### src/rtl/riscv_ctrl_pkg.sv
// Shared definitions for the multicycle RV32I control unit: FSM state
// encoding, opcode constants and the datapath mux/ALU/immediate encodings.
package riscv_ctrl_pkg;

    typedef enum logic [3:0] {
        ST_FETCH     = 4'd0,
        ST_DECODE    = 4'd1,
        ST_MEMADR    = 4'd2,
        ST_MEMREAD   = 4'd3,
        ST_MEMWB     = 4'd4,
        ST_MEMWRITE  = 4'd5,
        ST_EXECR     = 4'd6,
        ST_EXECI     = 4'd7,
        ST_ALUWB     = 4'd8,
        ST_BRANCH    = 4'd9,
        ST_JAL       = 4'd10,
        ST_JALR      = 4'd11,
        ST_JALR_LINK = 4'd12,
        ST_LUI       = 4'd13,
        ST_AUIPC     = 4'd14,
        ST_TRAP      = 4'd15
    } ctrl_state_t;

    // Opcodes recognised by the decoder
    localparam logic [6:0] OP_LOAD   = 7'b0000011;
    localparam logic [6:0] OP_STORE  = 7'b0100011;
    localparam logic [6:0] OP_RTYPE  = 7'b0110011;
    localparam logic [6:0] OP_ITYPE  = 7'b0010011;
    localparam logic [6:0] OP_BRANCH = 7'b1100011;
    localparam logic [6:0] OP_JAL    = 7'b1101111;
    localparam logic [6:0] OP_JALR   = 7'b1100111;
    localparam logic [6:0] OP_LUI    = 7'b0110111;
    localparam logic [6:0] OP_AUIPC  = 7'b0010111;

    // result_src encodings
    localparam logic [1:0] RES_ALUOUT    = 2'b00;
    localparam logic [1:0] RES_DATA      = 2'b01;
    localparam logic [1:0] RES_ALURESULT = 2'b10;

    // alu_src_a encodings
    localparam logic [1:0] SRCA_PC    = 2'b00;
    localparam logic [1:0] SRCA_OLDPC = 2'b01;
    localparam logic [1:0] SRCA_RS1   = 2'b10;
    localparam logic [1:0] SRCA_ZERO  = 2'b11;

    // alu_src_b encodings
    localparam logic [1:0] SRCB_RS2  = 2'b00;
    localparam logic [1:0] SRCB_IMM  = 2'b01;
    localparam logic [1:0] SRCB_FOUR = 2'b10;

    // alu_op encodings
    localparam logic [1:0] ALUOP_ADD    = 2'b00;
    localparam logic [1:0] ALUOP_BRANCH = 2'b01;
    localparam logic [1:0] ALUOP_FUNCT  = 2'b10;

    // imm_src encodings
    localparam logic [2:0] IMM_I = 3'b000;
    localparam logic [2:0] IMM_S = 3'b001;
    localparam logic [2:0] IMM_B = 3'b010;
    localparam logic [2:0] IMM_J = 3'b011;
    localparam logic [2:0] IMM_U = 3'b100;

    // True for every opcode the decoder has a sequence for
    function automatic logic is_known_op(input logic [6:0] op_v);
        logic known_v;
        case (op_v)
            OP_LOAD, OP_STORE, OP_RTYPE, OP_ITYPE, OP_BRANCH,
            OP_JAL, OP_JALR, OP_LUI, OP_AUIPC: known_v = 1'b1;
            default:                           known_v = 1'b0;
        endcase
        return known_v;
    endfunction

endpackage

### src/rtl/imm_src_decode.sv
// Combinational opcode -> immediate-format select for the immediate extender.
module imm_src_decode
    import riscv_ctrl_pkg::*;
(
    input  logic [6:0] op,
    output logic [2:0] imm_src
);

    // Pick the immediate layout implied by the opcode; unknown opcodes use I
    always_comb begin
        imm_src = IMM_I;
        case (op)
            OP_STORE:         imm_src = IMM_S;
            OP_BRANCH:        imm_src = IMM_B;
            OP_JAL:           imm_src = IMM_J;
            OP_LUI, OP_AUIPC: imm_src = IMM_U;
            default:          imm_src = IMM_I;
        endcase
    end

endmodule

### src/rtl/multicycle_controller.sv
// Multicycle RV32I control unit: Moore FSM sequencing each instruction over
// one shared ALU and a unified memory with a mem_req/mem_ready handshake,
// plus a memory-timeout watchdog, an absorbing trap state and a retired-
// instruction counter.
// Optional feature macro: ILLEGAL_TRAP_EN (unknown opcodes trap instead of
// being skipped as a NOP).
module multicycle_controller
    import riscv_ctrl_pkg::*;
#(
    parameter int TIMEOUT = 16,
    parameter int CNT_W   = 32
) (
    input  logic             clk,
    input  logic             reset,
    input  logic [6:0]       op,
    input  logic             mem_ready,
    output logic             mem_req,
    output logic             pc_update,
    output logic             branch,
    output logic             adr_src,
    output logic             mem_write,
    output logic             ir_write,
    output logic [1:0]       result_src,
    output logic [1:0]       alu_src_a,
    output logic [1:0]       alu_src_b,
    output logic [1:0]       alu_op,
    output logic [2:0]       imm_src,
    output logic             reg_write,
    output logic             trap,
    output logic             illegal,
    output logic             bus_err,
    output logic [CNT_W-1:0] instret
);

    localparam logic [7:0] TIMEOUT_C = 8'(TIMEOUT);

    ctrl_state_t      state_r;
    ctrl_state_t      state_next_s;
    logic [7:0]       wdog_r;
    logic [7:0]       wdog_next_s;
    logic             waiting_s;
    logic             timeout_s;
    logic             retire_s;
    logic [CNT_W-1:0] instret_r;
    logic             bus_err_r;

    imm_src_decode u_imm_src_decode (
        .op      (op),
        .imm_src (imm_src)
    );

    // Flag a cycle spent waiting on memory in any state that issues a request
    always_comb begin
        waiting_s = 1'b0;
        case (state_r)
            ST_FETCH, ST_MEMREAD, ST_MEMWRITE: waiting_s = ~mem_ready;
            default:                           waiting_s = 1'b0;
        endcase
    end

    // Watchdog fires on the wait cycle that brings the count to TIMEOUT;
    // mem_ready in that cycle means no wait, so the access completes instead
    always_comb begin
        timeout_s = waiting_s & ((wdog_r + 8'd1) == TIMEOUT_C);
        if (waiting_s && !timeout_s) begin
            wdog_next_s = wdog_r + 8'd1;
        end else begin
            wdog_next_s = 8'd0;
        end
    end

    // Final cycle of an instruction, where it is counted as retired
    always_comb begin
        retire_s = 1'b0;
        case (state_r)
            ST_ALUWB, ST_MEMWB, ST_BRANCH: retire_s = 1'b1;
            ST_MEMWRITE:                   retire_s = mem_ready;
            default:                       retire_s = 1'b0;
        endcase
    end

    // State register
    always_ff @(posedge clk) begin
        if (!reset) begin
            state_r <= ST_FETCH;
        end else begin
            state_r <= state_next_s;
        end
    end

    // Next-state logic; a watchdog expiry overrides the normal sequence
    always_comb begin
        state_next_s = state_r;
        case (state_r)
            ST_FETCH: begin
                if (mem_ready) begin
                    state_next_s = ST_DECODE;
                end else begin
                    state_next_s = ST_FETCH;
                end
            end
            ST_DECODE: begin
                case (op)
                    OP_LOAD, OP_STORE: state_next_s = ST_MEMADR;
                    OP_RTYPE:          state_next_s = ST_EXECR;
                    OP_ITYPE:          state_next_s = ST_EXECI;
                    OP_BRANCH:         state_next_s = ST_BRANCH;
                    OP_JAL:            state_next_s = ST_JAL;
                    OP_JALR:           state_next_s = ST_JALR;
                    OP_LUI:            state_next_s = ST_LUI;
                    OP_AUIPC:          state_next_s = ST_AUIPC;
`ifdef ILLEGAL_TRAP_EN
                    default:           state_next_s = ST_TRAP;
`else
                    default:           state_next_s = ST_FETCH;
`endif
                endcase
            end
            ST_MEMADR: begin
                if (op == OP_LOAD) begin
                    state_next_s = ST_MEMREAD;
                end else begin
                    state_next_s = ST_MEMWRITE;
                end
            end
            ST_MEMREAD: begin
                if (mem_ready) begin
                    state_next_s = ST_MEMWB;
                end else begin
                    state_next_s = ST_MEMREAD;
                end
            end
            ST_MEMWRITE: begin
                if (mem_ready) begin
                    state_next_s = ST_FETCH;
                end else begin
                    state_next_s = ST_MEMWRITE;
                end
            end
            ST_MEMWB:      state_next_s = ST_FETCH;
            ST_EXECR:      state_next_s = ST_ALUWB;
            ST_EXECI:      state_next_s = ST_ALUWB;
            ST_ALUWB:      state_next_s = ST_FETCH;
            ST_BRANCH:     state_next_s = ST_FETCH;
            ST_JAL:        state_next_s = ST_ALUWB;
            ST_JALR:       state_next_s = ST_JALR_LINK;
            ST_JALR_LINK:  state_next_s = ST_ALUWB;
            ST_LUI:        state_next_s = ST_ALUWB;
            ST_AUIPC:      state_next_s = ST_ALUWB;
            ST_TRAP:       state_next_s = ST_TRAP;
            default:       state_next_s = ST_TRAP;
        endcase
        if (timeout_s) begin
            state_next_s = ST_TRAP;
        end else begin
            state_next_s = state_next_s;
        end
    end

    // Datapath controls decoded from the registered state
    always_comb begin
        mem_req    = 1'b0;
        pc_update  = 1'b0;
        branch     = 1'b0;
        adr_src    = 1'b0;
        mem_write  = 1'b0;
        ir_write   = 1'b0;
        result_src = RES_ALUOUT;
        alu_src_a  = SRCA_PC;
        alu_src_b  = SRCB_RS2;
        alu_op     = ALUOP_ADD;
        reg_write  = 1'b0;
        trap       = 1'b0;
        case (state_r)
            ST_FETCH: begin
                mem_req    = 1'b1;
                adr_src    = 1'b0;
                alu_src_a  = SRCA_PC;
                alu_src_b  = SRCB_FOUR;
                alu_op     = ALUOP_ADD;
                result_src = RES_ALURESULT;
                ir_write   = mem_ready;
                pc_update  = mem_ready;
            end
            ST_DECODE: begin
                alu_src_a = SRCA_OLDPC;
                alu_src_b = SRCB_IMM;
                alu_op    = ALUOP_ADD;
            end
            ST_MEMADR, ST_JALR: begin
                alu_src_a = SRCA_RS1;
                alu_src_b = SRCB_IMM;
                alu_op    = ALUOP_ADD;
            end
            ST_MEMREAD: begin
                mem_req = 1'b1;
                adr_src = 1'b1;
            end
            ST_MEMWB: begin
                result_src = RES_DATA;
                reg_write  = 1'b1;
            end
            ST_MEMWRITE: begin
                mem_req   = 1'b1;
                adr_src   = 1'b1;
                mem_write = 1'b1;
            end
            ST_EXECR: begin
                alu_src_a = SRCA_RS1;
                alu_src_b = SRCB_RS2;
                alu_op    = ALUOP_FUNCT;
            end
            ST_EXECI: begin
                alu_src_a = SRCA_RS1;
                alu_src_b = SRCB_IMM;
                alu_op    = ALUOP_FUNCT;
            end
            ST_ALUWB: begin
                result_src = RES_ALUOUT;
                reg_write  = 1'b1;
            end
            ST_BRANCH: begin
                alu_src_a  = SRCA_RS1;
                alu_src_b  = SRCB_RS2;
                alu_op     = ALUOP_BRANCH;
                result_src = RES_ALUOUT;
                branch     = 1'b1;
            end
            ST_JAL, ST_JALR_LINK: begin
                alu_src_a  = SRCA_OLDPC;
                alu_src_b  = SRCB_FOUR;
                result_src = RES_ALUOUT;
                pc_update  = 1'b1;
            end
            ST_LUI: begin
                alu_src_a = SRCA_ZERO;
                alu_src_b = SRCB_IMM;
                alu_op    = ALUOP_ADD;
            end
            ST_AUIPC: begin
                alu_src_a = SRCA_OLDPC;
                alu_src_b = SRCB_IMM;
                alu_op    = ALUOP_ADD;
            end
            ST_TRAP: begin
                trap = 1'b1;
            end
            default: begin
                trap = 1'b1;
            end
        endcase
    end

    // Memory-wait watchdog counter
    always_ff @(posedge clk) begin
        if (!reset) begin
            wdog_r <= 8'd0;
        end else begin
            wdog_r <= wdog_next_s;
        end
    end

    // Retired-instruction counter, wrapping at 2^CNT_W
    always_ff @(posedge clk) begin
        if (!reset) begin
            instret_r <= {CNT_W{1'b0}};
        end else if (retire_s) begin
            instret_r <= instret_r + {{(CNT_W-1){1'b0}}, 1'b1};
        end else begin
            instret_r <= instret_r;
        end
    end

    // Sticky bus-error cause, set when the watchdog sends the FSM to TRAP
    always_ff @(posedge clk) begin
        if (!reset) begin
            bus_err_r <= 1'b0;
        end else if (timeout_s) begin
            bus_err_r <= 1'b1;
        end else begin
            bus_err_r <= bus_err_r;
        end
    end

`ifdef ILLEGAL_TRAP_EN
    logic illegal_r;

    // Sticky illegal-opcode cause, set when DECODE sees an unknown opcode
    always_ff @(posedge clk) begin
        if (!reset) begin
            illegal_r <= 1'b0;
        end else if ((state_r == ST_DECODE) && !is_known_op(op)) begin
            illegal_r <= 1'b1;
        end else begin
            illegal_r <= illegal_r;
        end
    end

    assign illegal = illegal_r;
`else
    assign illegal = 1'b0;
`endif

    assign instret = instret_r;
    assign bus_err = bus_err_r;

endmodule

### config.mk
export PLATFORM = sky130hd
export DESIGN_NAME = multicycle_controller
export DESIGN_NICKNAME = d
export VERILOG_FILES = /design/src/rtl/riscv_ctrl_pkg.sv /design/src/rtl/imm_src_decode.sv /design/src/rtl/multicycle_controller.sv
export SDC_FILE = /design/constraint.sdc
export NUM_CORES = 1
export LEC_CHECK = 0
export BUFFER_PORTS_ARGS = -buffer_cell sky130_fd_sc_hd__buf_2
export CORE_AREA = 4 4 81 83
export CTS_BUF_LIST = sky130_fd_sc_hd__clkbuf_8 sky130_fd_sc_hd__clkbuf_16
export DETAILED_ROUTE_END_ITERATION = 7
export DIE_AREA = 0 0 85 87
export GPL_TIMING_DRIVEN = 1
export PLACE_DENSITY = 0.67
export SLEW_MARGIN = 20
export SYNTH_ARGS = -nofsm -noshare
export SYNTH_HDL_FRONTEND = slang
export SYNTH_SLANG_ARGS = --single-unit
### constraint.sdc
create_clock -name clk -period 5.3 [get_ports clk]
set_clock_uncertainty 0.2 [all_clocks]
set_input_delay 0.265 -clock clk [delete_from_list [all_inputs] [get_ports clk]]
set_output_delay 0.265 -clock clk [all_outputs]
set_load 0.005 [all_outputs]
==> results of run 1 <==
-- per-layer routing --
layer  global-route usage [%]  wire [microns]
met5                        0               0
met4                     4.03              51
met3                     3.31             326
met2                     26.0            2680
met1                     20.7            2860
-- path summary, 6_finish.rpt --
kind | startpoint | to
worst max-delay path | state_r[2]$_SDFF_PN0_ | instret[25]$_SDFFE_PN0P_
worst max register to register | state_r[2]$_SDFF_PN0_ | instret[25]$_SDFFE_PN0P_
worst min-delay path | reset | state_r[3]$_SDFF_PN0_
worst min register to register | bus_err$_SDFFE_PN0P_ | bus_err$_SDFFE_PN0P_
-- registers in the layout (all words and copies together) (netlist names) --
signal / count
bus_err: 1
instret: 32
state_r: 4
wdog_r: 8
-- power groups by stage --
stage / combinational [W] / clock (W) / sequential (W)
floorplan: 0.0000281 / 0 / 0.000348
global placement: 0.0000380 / 0 / 0.000351
detailed placement: 0.0000382 / 0 / 0.000351
CTS: 0.0000383 / 0.000220 / 0.000343
global route: 0.0000433 / 0.000234 / 0.000344
finish: 0.0000383 / 0.000212 / 0.000343
-- cells in the final DEF, fill, tap and decap left out, types with 4 or more instances in the layout --
master    count
dfxtp_1      45
inv_1         8
nand3b_1      4
o21ai_0      16
nor4_1       11
xor2_1        5
a22oi_1       4
clkbuf_8      5
and3_1        6
and4_1        6
a21oi_1      11
nand2_1      30
o31ai_1       4
and2_1        5
xnor2_1      25
nand3_1      12
nand2b_1      7
nor2_1       38
or4_1         4
nor3_1       17
nand4_1       8
buf_2        61
or3_1         5
nor4b_1       6
-- per-stage QoR --
stage	util (%)	hold slack (ns)	setup slack, ns	instances
2_1_floorplan	-	0.214	3.26	334
5_1_grt	51.2	0.138	2.52	457
6_report	51.2	0.122	2.70	457
4_1_cts	51.2	0.116	2.72	457
3_5_place_dp	49.6	0.238	2.73	449
3_3_place_gp	49.6	0.231	2.78	449
-- critical path, cell delays in order (launching register included) --
cell and delay (ns):
dfxtp_1 0.59, and2b_2 0.26, a21oi_2 0.24, or4_1 0.70
or3_1 0.39, a21oi_1 0.14
-- logic make-up after synthesis --
kind of cell               Yosys count  synth area share (%)
muxes                                1                 0.386
adders and majority gates            3                  1.45
other                                1                 0.145
DFF                                 45                  34.7
xor gates and xnor gates            30                  10.1
AOI/OAI and AO/OA                   54                  13.5
and+or+nand+nor                    170                  34.9
buffers and inverters               30                  4.77
-- layout make-up --
type	instances	area share, %
clock buffers	5	2.30
clock inverters	3	0.710
inverters	9	1.13
multi-input cells	259	52.4
flip-flops and latches	45	30.1
well taps	75	3.13
repair buffers	61	10.2
==> out/metrics.yaml, run 1 <==
r2r_slack_ns: 2.70
cp_max_fo: 26
fin_setup_tns_ns: 0
via_count: 2490
combPwrFrac_pct: 6.5
clk_latency_ns: 0.30
track_usage_pct: 15.6
stdcell_area_sq_um: 2990
cts_resized: 0
avgSynthCellArea_sq_um: 7.77
grt_setup_unrepaired: "no"
antenna_found_initial: 0
finalSetupViolCount: 0
fillers: 574
placed_area_sq_um: 2900
routed_wl_mm: 5.92
slew_headroom_pct: 32.9
area_growth_pct: 15.4
cts_buffers: 5
synth_ff_type: "dfxtp_1"
arrival_ns: 2.61
synth_top_area_share_pct: 34.7
ys_top_cells_by_area: "dfxtp_1 35%, xnor2_1 8.4%, nor2_1 5.5%, nand2_1 4.3%, nor3_1 3.3%"
syn_inst: 334
drive_gt1_share_pct: 19.9
synth_cell_type_count: 53
ir_worst_vdd_uv: 176
min_delay_path_depth: 3
synth.most_common_cell: "dfxtp_1"
powerDensity_nw_per_um2: 198
placement_rows: 28
leakage_nw: 1.17
clockRootBuffer: "clkbuf_8"
seqCellArea_sq_um: 901
grt_pass1_wl_mm: 9.72
grt_overflow_total: 0
multi_input_area_sq_um: 1570
drv_slew: 0
crit_path_end_kind: "register"
hpwl_mm: 4.29
switchingPower_w: 0.000145
initial_core_util_pct: 44.4
power_w: 0.000593
cts-hold-fix-buffers: 0
n_antenna_cell: 0
switching_share_pct: 24.5
gp_congestion: 0.747
ios: 63
cts_sinks: 45
cts_tree: "built"
yosysWarnings: 0
wl_per_cell_microns: 13.0
p_clk_share_pct: 35.7
fin_nets: 394
htreeDepth: 2
fp.dieW_microns: 85
status: "complete, no violations"
worst_pin_slew_ns: 1.01
cts_buffer_depth: 2
fin_crit_ns: 2.60
synth-async-reset-ratio_pct: 0
grt_max_degree: 33
r2r_cells: 5
synth_fp_nets: 347
seq_area_frac_synth_pct: 34.7
maxCapViolCount: 0
coreArea_sq_um: 5850
finalHoldViolations: 0
p_seq_share_pct: 57.9
viasPerCell: 5.45
crit_path_start_kind: "register"
drt_iter0_markers: 129
synth.largest_area_cell: "dfxtp_1"
detail-route-antenna-nets: 0
dr.pass1.iters: 4
max_freq_mhz: 385
grt_pass1_vias: 2171
crit_required_ns: 5.32
ys_ff_latch: 45
die_area_sq_um: 7400
syn_area_sq_um: 2590
internal_power_w: 0.000448
synth_commonest_cells: "45 x dfxtp_1, 38 x nor2_1, 30 x nand2_1"
die_h_microns: 87
portBuffers: 61
hold_path_class: "in -> reg"
path_class: "reg -> reg"
clk_pin_slew_ns: 0.09
postCtsSetupBuffers: 0
synth_edf_count: 0
fin_crit_sh_pct: 49.0
route.detailed.drc: 0
Power figures use the tool's default switching activity.
==> run 2, diff against run 1 <==
--- a/config.mk
+++ b/config.mk
@@ -5,13 +5,14 @@
 export SDC_FILE = /design/constraint.sdc
 export NUM_CORES = 1
 export LEC_CHECK = 0
+export ABC_AREA = 1
 export BUFFER_PORTS_ARGS = -buffer_cell sky130_fd_sc_hd__buf_2
-export CORE_AREA = 4 4 81 83
+export CORE_AREA = 4 4 86 88
 export CTS_BUF_LIST = sky130_fd_sc_hd__clkbuf_8 sky130_fd_sc_hd__clkbuf_16
 export DETAILED_ROUTE_END_ITERATION = 7
-export DIE_AREA = 0 0 85 87
+export DIE_AREA = 0 0 90 92
 export GPL_TIMING_DRIVEN = 1
-export PLACE_DENSITY = 0.67
+export PLACE_DENSITY = 0.69
 export SLEW_MARGIN = 20
 export SYNTH_ARGS = -nofsm -noshare
 export SYNTH_HDL_FRONTEND = slang
==> constraint.sdc (replaced) <==
create_clock -name clk -period 2.2 [get_ports clk]
set_clock_uncertainty 0.2 [all_clocks]
set_input_delay 0.11 -clock clk [delete_from_list [all_inputs] [get_ports clk]]
set_output_delay 0.11 -clock clk [all_outputs]
set_load 0.005 [all_outputs]
==> run 2 against run 1 <==
Critical endpoint is now pc_update. Non-clock buffer count increased by 3. Via count increased by 24%. Global-route usage increased by 1.5 points. First-iteration DRC count decreased by 26%. Largest cell class unchanged. Hold slack got worse by 0.0094 ns. Sequential share of layout area decreased by 3.7 points. Sequential power increased by 140%. Area after synthesis increased by 14%. Power increased by 150%. Critical path depth increased by 1.
==> out/metrics.yaml, run 2 <==
synth_ff_type: "dfxtp_1"
grt_max_degree: 32
crit_chain: "inv_1 > nand2_1 > nor2_1 > a21oi_1 > o21ai_0 > buf_2"
path_class: "reg -> out"
clockRootBuffer: "clkbuf_8"
track_usage_pct: 17.2
cts_resized: 0
cp_max_fo: 5
arrival_ns: 1.54
via_count: 3085
hold_path_class: "in -> reg"
ir_worst_vdd_uv: 315
fillers: 700
wl_per_cell_microns: 11.6
yosysWarnings: 0
synth_commonest_cells: "146 x nand2_1, 86 x nor2_1, 54 x inv_1"
clk_latency_ns: 0.30
synth.most_common_cell: "nand2_1"
drv_slew: 0
max_freq_mhz: 540
grt_overflow_total: 0
die_area_sq_um: 8280
fp.dieW_microns: 90
crit_path_start_kind: "register"
area_growth_pct: 15.8
r2r_start: "wdog_r[0]$_SDFF_PN0_"
largest_reg_flops: 32
r2r_slack_ns: 0.35
crit_path_end_kind: "output port"
syn_area_sq_um: 2950
viasPerCell: 4.96
drt_iter0_markers: 96
hpwl_mm: 5.61
finalSetupViolCount: 0
critPathMaxStageDelay_ns: 0.47
seq_area_frac_synth_pct: 30.5
synth.largest_area_cell: "dfxtp_1"
final_cell_mix: "146 x nand2_1, 86 x nor2_1, 61 x buf_2"
finalHoldViolations: 0
cp_num_buf_inv: 2
grt_pass1_vias: 2678
crit_required_ns: 1.89
final_cells: 622
cts_buffers: 5
gp_congestion: 0.855
final_common_cell: "nand2_1"
cp_num_cells: 6
avgSynthCellArea_sq_um: 6.16
fin_crit_ns: 1.85
routed_wl_mm: 7.24
synth_edf_count: 0
ys_ff_latch: 45
portBuffers: 61
dr.pass1.iters: 4
cts_sinks: 45
cts_tree: "built"
grt_setup_unrepaired: "no"
stdcell_area_sq_um: 3420
htreeDepth: 2
min_delay_path_depth: 5
status: "complete, no violations"
placement_rows: 30
route.detailed.drc: 0
synth-async-reset-ratio_pct: 0
coreArea_sq_um: 6640
ios: 63
synth_cell_type_count: 37
syn_inst: 479
synth_top_area_share_pct: 30.5
worst_path_dominant_cell_family: "flip-flops"
place_inst: 612
clk_pin_slew_ns: 0.09
cts_buffer_depth: 2
ys_top_cells_by_area: "dfxtp_1 31%, nand2_1 19%, nor2_1 11%, inv_1 6.9%, a21oi_1 4.4%"
grt_pass1_wl_mm: 12.1
slowest_stage: "dfxtp_1"
antenna_found_initial: 0
placed_area_sq_um: 3300
hold_start: "mem_ready"
whs_ns: 0.113
initial_core_util_pct: 44.4
die_h_microns: 92
n_antenna_cell: 0
hold_end: "state_r[2]$_SDFF_PN0_"
drive_gt1_share_pct: 18.6
fin_setup_tns_ns: 0
detail-route-antenna-nets: 0
fin_crit_sh_pct: 84.2
r2r_cells: 9
synth_fp_nets: 492
powerDensity_nw_per_um2: 429
r2r_end: "state_r[1]$_SDFF_PN0_"
fin_nets: 554
maxCapViolCount: 0
leakage_nw: 1.59
==> run 2: cell count changes after synthesis, moves of 13 or more <==
cell,delta
clkbuf_1,-13
a21oi_1,+15
inv_1,+46
xnor2_1,-22
nor2_1,+48
nand2_1,+116
==> run 2: cells by family (layout without fill, tap and decap cells) <==
kind of cell             after synthesis  after routing  synth area share [%]
other                                  1              1                 0.127
flip-flops                            45             45                  30.5
buffers and inverters                 69            132                  9.71
adder cells (fa/ha/maj)                3              3                  1.27
AND/OR/NAND/NOR                      302            302                  46.3
AO/OA/AOI/OAI                         47             47                  8.44
multiplexers                           1              1                 0.381
XOR/XNOR                              11             11                  3.26
==> run 2: worst reg2reg max path, cell delays in order, from the launching register on <==
cell	delay (ns)
dfxtp_1	0.41
ha_1	0.21
nand2_1	0.06
inv_1	0.09
nand2_1	0.07
o21ai_0	0.14
nand2_1	0.09
nor2_1	0.13
nand3_1	0.17
a21oi_1	0.19
==> run 2: worst max path at each step <==
stage                            startpoint                  endpoint
floorplan           instret[0]$_SDFFE_PN0P_  instret[10]$_SDFFE_PN0P_
global placement    instret[0]$_SDFFE_PN0P_  instret[10]$_SDFFE_PN0P_
global route        instret[0]$_SDFFE_PN0P_  instret[20]$_SDFFE_PN0P_
detailed placement    state_r[3]$_SDFF_PN0_  instret[27]$_SDFFE_PN0P_
CTS                   state_r[3]$_SDFF_PN0_  instret[27]$_SDFFE_PN0P_
finish                state_r[0]$_SDFF_PN0_                 pc_update
==> run 2: stage by stage <==
stage	setup WS [ns]	total power, W	util (%)
2_1_floorplan	0.562	0.000902	-
3_3_place_gp	0.408	0.000936	49.7
3_5_place_dp	0.354	0.000937	49.7
4_1_cts	0.342	0.00149	51.4
5_1_grt	0.103	0.00153	51.4
6_report	0.347	0.00147	51.4
==> run 2: timing repair <==
item / in CTS / in global routing
setup buffers: 0 / 0
hold endpoints to repair: 11 / 0
hold buffers: 2 / 0
==> run 2: per-layer routing <==
layer  share of wire [%]  track usage [%]
met5                   0                0
met4                 1.1             3.83
met3                 3.6             3.04
met2                  48             29.9
met1                  47             22.1
==> run 2: where the power goes <==
| group | switching (W) | internal [W] | total (W) |
|---|---|---|---|
| Clock | 0.000312 | 0.000232 | 0.000544 |
| Combinational | 0.0000642 | 0.0000338 | 0.0000979 |
| Sequential | 0.00000560 | 0.000818 | 0.000823 |
| Total | 0.000382 | 0.00108 | 0.00147 |
==> run 2: final cells by class <==
type | instances | area, sq um | share of cell area (%)
Timing Repair Buffer | 64 | 333 | 9.74
Tap cell | 80 | 100 | 2.93
Clock buffer | 5 | 68.8 | 2.01
Clock inverter | 3 | 25.0 | 0.732
Inverter | 60 | 225 | 6.59
Sequential cell | 45 | 901 | 26.4
Multi-Input combinational cell | 365 | 1760 | 51.6
